## config.mk

```make
export PLATFORM = sky130hd
export DESIGN_NAME = diff_job_sequencer
export DESIGN_NICKNAME = d
export VERILOG_FILES = /design/src/rtl/diff_pkg.sv /design/src/rtl/diff_watchdog.sv /design/src/rtl/diff_job_sequencer.sv
export SDC_FILE = /design/constraint.sdc
export NUM_CORES = 1
export LEC_CHECK = 0
export ABC_AREA = 1
export BUFFER_PORTS_ARGS = -buffer_cell sky130_fd_sc_hd__buf_2
export CORE_ASPECT_RATIO = 1.25
export CORE_MARGIN = 1.5
export CORE_UTILIZATION = 57
export DETAILED_ROUTE_END_ITERATION = 16
export PLACE_DENSITY = 0.87
export SYNTH_ARGS = -nofsm -noshare
export SYNTH_HDL_FRONTEND = slang
export SYNTH_HIERARCHICAL = 1
export SYNTH_SLANG_ARGS = --single-unit
```

## constraint.sdc

```tcl
create_clock -name clk -period 4.2 [get_ports clk]
set_input_delay 0.84 -clock clk [delete_from_list [all_inputs] [get_ports clk]]
set_output_delay 0.84 -clock clk [all_outputs]
set_load 0.01 [all_outputs]
```

## src/rtl/diff_pkg.sv

```systemverilog
// Shared types and defaults for the differentiator job sequencer.
// Operand/result widths must match the differentiator they drive.
package diff_pkg;

  localparam int DIFF_OPW     = 4;
  localparam int DIFF_RESW    = 16;
  localparam int DIFF_TIMEOUT = 1023;

  typedef enum logic [2:0] {
    S_IDLE,
    S_LD_X,
    S_LD_DX,
    S_LD_U,
    S_LD_A,
    S_START,
    S_WAIT,
    S_DONE
  } seq_state_t;

endpackage

```

## src/rtl/diff_watchdog.sv

```systemverilog
// Loadable down-counter; expired is high while the count sits at zero.
// Loading N-1 makes expired rise on the N-th enabled cycle.
module diff_watchdog #(
  parameter int CW = 10
) (
  input  logic          clk,
  input  logic          reset,
  input  logic          clr,
  input  logic          load,
  input  logic          en,
  input  logic [CW-1:0] load_val,
  output logic          expired
);

  logic [CW-1:0] cnt;

  always_ff @(posedge clk or negedge reset) begin
    if (!reset) begin
      cnt <= '0;
    end else if (clr) begin
      cnt <= '0;
    end else if (load) begin
      cnt <= load_val;
    end else if (en && cnt != '0) begin
      cnt <= cnt - 1'b1;
    end
  end

  assign expired = (cnt == '0);

endmodule

```

## src/rtl/diff_job_sequencer.sv

```systemverilog
// Feeds one job at a time into the differentiator operand-load
// protocol and returns its result over a valid/ready port.
module diff_job_sequencer
  import diff_pkg::*;
#(
  parameter int TIMEOUT_CYCLES = DIFF_TIMEOUT,
  parameter int OPW            = DIFF_OPW,
  parameter int RESW           = DIFF_RESW
) (
  input  logic            clk,
  input  logic            reset,
  input  logic            job_valid,
  output logic            job_ready,
  input  logic [OPW-1:0]  job_x,
  input  logic [OPW-1:0]  job_dx,
  input  logic [OPW-1:0]  job_u,
  input  logic [OPW-1:0]  job_a,
  output logic            d_s1,
  output logic            d_s2,
  output logic            d_s3,
  output logic            d_s4,
  output logic [OPW-1:0]  d_in,
  output logic            d_ready,
  input  logic            d_valid,
  input  logic [RESW-1:0] d_out,
  output logic            res_valid,
  input  logic            res_ready,
  output logic [RESW-1:0] res_data,
  output logic            res_err,
  output logic            busy,
  output logic [7:0]      job_count
);

  localparam int CW = $clog2(TIMEOUT_CYCLES + 1);
  localparam logic [CW-1:0] WD_LOAD = CW'(TIMEOUT_CYCLES - 1);

  seq_state_t state;
  logic [2:0][OPW-1:0] pend;
  logic wd_expired;

  assign job_ready = (state == S_IDLE);
  assign busy      = (state != S_IDLE);
  assign res_valid = (state == S_DONE);

  diff_watchdog #(.CW(CW)) u_wd (
    .clk      (clk),
    .reset    (reset),
    .clr      (state == S_IDLE),
    .load     (state == S_START),
    .en       (state == S_WAIT),
    .load_val (WD_LOAD),
    .expired  (wd_expired)
  );

  // Select/operand outputs are registered, so each is set on the
  // edge that enters the state where it must be visible.
  always_ff @(posedge clk or negedge reset) begin
    if (!reset) begin
      state     <= S_IDLE;
      pend      <= '0;
      d_s1      <= 1'b0;
      d_s2      <= 1'b0;
      d_s3      <= 1'b0;
      d_s4      <= 1'b0;
      d_in      <= '0;
      d_ready   <= 1'b0;
      res_data  <= '0;
      res_err   <= 1'b0;
      job_count <= '0;
    end else begin
      d_s1    <= 1'b0;
      d_s2    <= 1'b0;
      d_s3    <= 1'b0;
      d_s4    <= 1'b0;
      d_in    <= '0;
      d_ready <= 1'b0;
      unique case (state)
        S_IDLE: begin
          if (job_valid) begin
            pend  <= {job_a, job_u, job_dx};
            d_s1  <= 1'b1;
            d_in  <= job_x;
            state <= S_LD_X;
          end
        end
        S_LD_X: begin
          d_s2  <= 1'b1;
          d_in  <= pend[0];
          state <= S_LD_DX;
        end
        S_LD_DX: begin
          d_s3  <= 1'b1;
          d_in  <= pend[1];
          state <= S_LD_U;
        end
        S_LD_U: begin
          d_s4  <= 1'b1;
          d_in  <= pend[2];
          state <= S_LD_A;
        end
        S_LD_A: begin
          d_ready <= 1'b1;
          state   <= S_START;
        end
        S_START: begin
          state <= S_WAIT;
        end
        S_WAIT: begin
          if (d_valid) begin
            res_data <= d_out;
            res_err  <= 1'b0;
            state    <= S_DONE;
          end else if (wd_expired) begin
            res_data <= '0;
            res_err  <= 1'b1;
            state    <= S_DONE;
          end
        end
        S_DONE: begin
          if (res_ready) begin
            job_count <= job_count + 8'd1;
            state     <= S_IDLE;
          end
        end
        default: state <= S_IDLE;
      endcase
    end
  end

endmodule
```

Word-level counts from Yosys, hierarchy flattened
Index checks and enable logic that the tools add are counted.

Flip-flop bits (word level): 59. Output and inout port bits: 37. Word-level logic and storage cells: 57.

$add $sub $neg: 2. Eq/ne operators: 10. Mux-type cells: 20. Reductions and logical operators: 11.

Operators with widths (number): $mux 16 (2); $mux 10 (3); $pmux 3 s8 (1); $pmux 4 s4 (1); $eq 3x3->1 const B (4); $mux 3 (4); $logic_not 10->1 (1); $reduce_bool 10->1 (1); $sub 10x1->10 const B (1); $add 8x1->8 const B (1); $mux 1 (8); $eq 3x2->1 const B (2); $reduce_and 2->1 (3); $reduce_bool 3->1 (2); $mux 4 (1); $eq 3x1->1 const B (1); $logic_not 3->1 (1); $ne 3x3->1 const B (1); $reduce_and 3->1 (1); $ne 2x1->1 const B (1); $ne 2x2->1 const B (1); $reduce_bool 2->1 (1); $logic_and 1x1->1 (1).

Depth between registers and ports, before layout
Depth after elaboration: 5. Mapped depth: 10.

By module
Netlist, hierarchy kept.

By module, submodules not included: diff_job_sequencer (times used 1, cells each 242, area an instance 2122.0 um^2, seq. area each 1226.2 um^2); diff_watchdog (times used 1, cells each 112, area an instance 740.7 um^2, seq. area each 250.2 um^2).

Worst setup path after synthesis
No wires, ideal clock.

Path kind: reg-to-output. From: register state[0]. To: output port job_ready. Data arrival time: 0.934 ns. Setup slack: 2.426 ns. Stages on the path, launching flop included: 5. Buffers on the path: 1. Path through: dfrtp_1 > buf_4 > nor2_2 > nand2_2 > inv_1.

Longest elaborated chain between the ends: 1.

RTL lines: start: declaration (RTL line diff_job_sequencer.sv:37) `seq_state_t state;`; start signal: assignment (RTL line diff_job_sequencer.sv:59) `state <= S_IDLE;`; start signal: assignment (RTL line diff_job_sequencer.sv:83) `state <= S_LD_X;`; start signal: assignment (RTL line diff_job_sequencer.sv:89) `state <= S_LD_DX;`; $logic_not 3->1 (RTL line diff_job_sequencer.sv:41) `assign job_ready = (state == S_IDLE);`; end: declaration (RTL line diff_job_sequencer.sv:13) `output logic job_ready,`.

No other way between the ends.

Final worst setup path
Same ends and word-level chain as after synthesis.

==> flow_summary.ini <==
[status]
status = complete, no violations

[route]
dr.pass1.iters = 5
via_per_inst = 5.07
antenna_left = 0
vias = 2541
wl_per_cell_um = 12.8
drt-initial-drc-count = 193
drc = 0
routed_wl_um = 6410

[cts]
htree_num_levels = 3
clk_pin_slew_ns = 0.07
post_cts_buffers = 0
clockBufferDepth = 2
ctsResizeCount = 0
clk_latency_ns = 0.33
cts_hold_buf = 0
cts_tree = yes
cts_buffers = 9
root_buffer = clkbuf_8
clock-sinks = 59

[finish]
area_delta_synth_final_pct = 22.1
drive_gt1_share_pct = 24.3
fillers = 374
fin_util_pct = 72.8
nets = 476
antenna_cells = 0

[floorplanning]
die-height_um = 82.2
rows = 28
dieArea_um2 = 5460
ios = 74
initial_utilization_pct = 59.6
fp.dieW_um = 66.4
coreArea_um2 = 4800

[timing]
slew_headroom_pct = 62.4
finalSetupTns_ns = 0
slew_violations = 0
worst_pin_slew_ns = 0.564
rsz0062_at_grt = false
final-hold-violation-count = 0
clock.fmax_ghz = 0.425
final-setup-viol-count = 0
fin_crit_sh_pct = 56.1
fin_crit_ns = 2.36
clock_skew_ns = 0.00989
holdWs_ns = 0.469

[yosys]
synth_cells = 354
avgSynthCellArea_um2 = 8.09
yosysSeqAreaShare_pct = 51.6
synthTopCellsByArea = dfrtp_1 52%, nand2_1 19%, nand3_1 6.8%
yosys_warnings = 6
ys_types = 30
yosysTopAreaCell = dfrtp_1
yosysTopAreaCellShare_pct = 51.6
synth-seq-cells = 59
syn_area_um2 = 2860

[grt]
grtUsageTotal_pct = 26.0
grt_max_degree = 36
grt_overflow = 0
antenna_found_initial = 0
grt_pass1_vias = 2483
grt_pass1_wl_um = 10600

[hold_path]
min_path_type = reg2reg

[power_and_ir_drop]
ir_drop_v = 0.000425
p_per_area_nw_per_um2 = 733
leakagePower_nw = 1.97

[flow_run]
cap_viol_max_count = 0

[critical_path]
cp_max_fo = 8
cp.arrival_ns = 1.52
criticalPathCategory = reg2out
cp.required_ns = 3.36
start_kind = flip-flop
end_kind = primary output

[placed_design]
place.gp.congestion = 0.780
port_buffers = 73
hpwl_um = 4380
-- synth_stat cells --
| library cell | number |
|---|---|
| xor2_1 | 4 |
| and2_1 | 2 |
| clkbuf_1 | 1 |
| ha_1 | 2 |
| o21ai_4 | 1 |
| buf_6 | 2 |
| nor2_2 | 4 |
| nand4_1 | 6 |
| nand3_2 | 1 |
| buf_2 | 3 |
| o21ai_0 | 13 |
| nand2_4 | 1 |
| nand2_1 | 147 |
| inv_2 | 2 |
| dfrtp_1 | 59 |
| or2_2 | 1 |
| buf_4 | 4 |
| a21oi_1 | 1 |
| nand3_1 | 39 |
| nor3_1 | 1 |
| xnor2_1 | 4 |
| nor2_8 | 1 |
| o21ai_1 | 1 |
| nor2_4 | 2 |
| conb_1 | 2 |
| a21oi_4 | 1 |
| inv_1 | 25 |
| mux2i_1 | 1 |
| nand2_2 | 4 |
| nor2_1 | 19 |
-- final cells by class --
cell class	instances	area, µm²	area share (%)
flip-flops and latches	59	1480	42.2
multi-input cells	266	1240	35.6
repair buffers	74	373	10.7
clock buffers	11	151	4.33
inverters	27	101	2.90
well taps	60	75.1	2.15
clock inverters	4	73.8	2.11
-- final timing paths --
kind | slack [ns] | cells past startpoint | from | endpoint
min reg2reg | 0.47 | 2 | res_data[3] | res_data[3]
min in group asynchronous | 0.49 | 1 | reset | res_data[15]
max reg2reg | 2.23 | 6 | state[0] | u_wd/cnt[1]
max in group asynchronous | 2.84 | 2 | reset | u_wd/cnt[1]
max | 1.84 | 4 | state[0] | job_ready
min | 0.47 | 2 | res_data[3] | res_data[3]
-- registers in the layout (all words and copies together), names as in the netlist --
name and count:
res_data 16, d_ready 1, d_s3 1, pend 12, res_err 1, d_s1 1, d_s4 1, u_wd/cnt 10
d_s2 1, state 3, job_count 8, d_in 4
-- per-stage QoR --
stage	total power, W	worst slack (ns)	cell area (µm²)	instances
floorplan	0.00167	2.43	2890	362
global placement	0.00191	2.31	3270	486
detailed placement	0.00197	2.22	3270	486
CTS	0.00257	1.83	3490	501
global route	0.00275	1.75	3490	501
finish	0.00256	1.84	3490	501
-- where the power goes --
group          switching [W]  total (W)  internal, W
logic               0.000642    0.00101     0.000365
clock network       0.000223   0.000586     0.000363
registers           0.000171   0.000966     0.000795
total                0.00104    0.00256      0.00152
-- worst max-delay path, stage by stage (launching register included) --
cell and delay [ns]:
dfrtp_1 0.48, nor2_2 0.18, nand2_2 0.10, inv_1 0.23
buf_2 0.19
-- layer usage --
metal / part of all wire (%) / track usage, % / up-vias / wire length (µm)
li1: - / - / 1259 / -
met1: 41 / 27.9 / 1199 / 2620
met2: 53 / 47.2 / 70 / 3410
met3: 3.9 / 6.78 / 13 / 250
met4: 1.9 / 12.2 / 0 / 121
met5: 0 / 0 / - / 0
-- logic make-up (layout without fill, tap and decap cells) --
| group | count (synthesis) | in the layout | synth area share [%] |
|---|---|---|---|
| DFF | 59 | 59 | 51.6 |
| and+or+nand+nor | 228 | 228 | 34.7 |
| adders and majority gates | 2 | 2 | 0.874 |
| xor gates and xnor gates | 8 | 8 | 2.45 |
| buffers and inverters | 37 | 116 | 6.03 |
| AOI/OAI and AO/OA | 17 | 17 | 3.76 |
| muxes | 1 | 1 | 0.350 |
| other | 2 | 10 | 0.262 |
-- placed cells by master, fill, tap and decap left out, drive strengths merged, types with 4 or more instances in the layout --
| cell | instances |
|---|---|
| xnor2 | 4 |
| dfrtp | 59 |
| nand4 | 6 |
| xor2 | 4 |
| inv | 27 |
| nand2 | 152 |
| conb | 10 |
| nand3 | 40 |
| o21ai | 15 |
| nor2 | 26 |
| buf | 74 |
| clkbuf | 11 |
No activity file was read; power rests on OpenSTA's default activity.
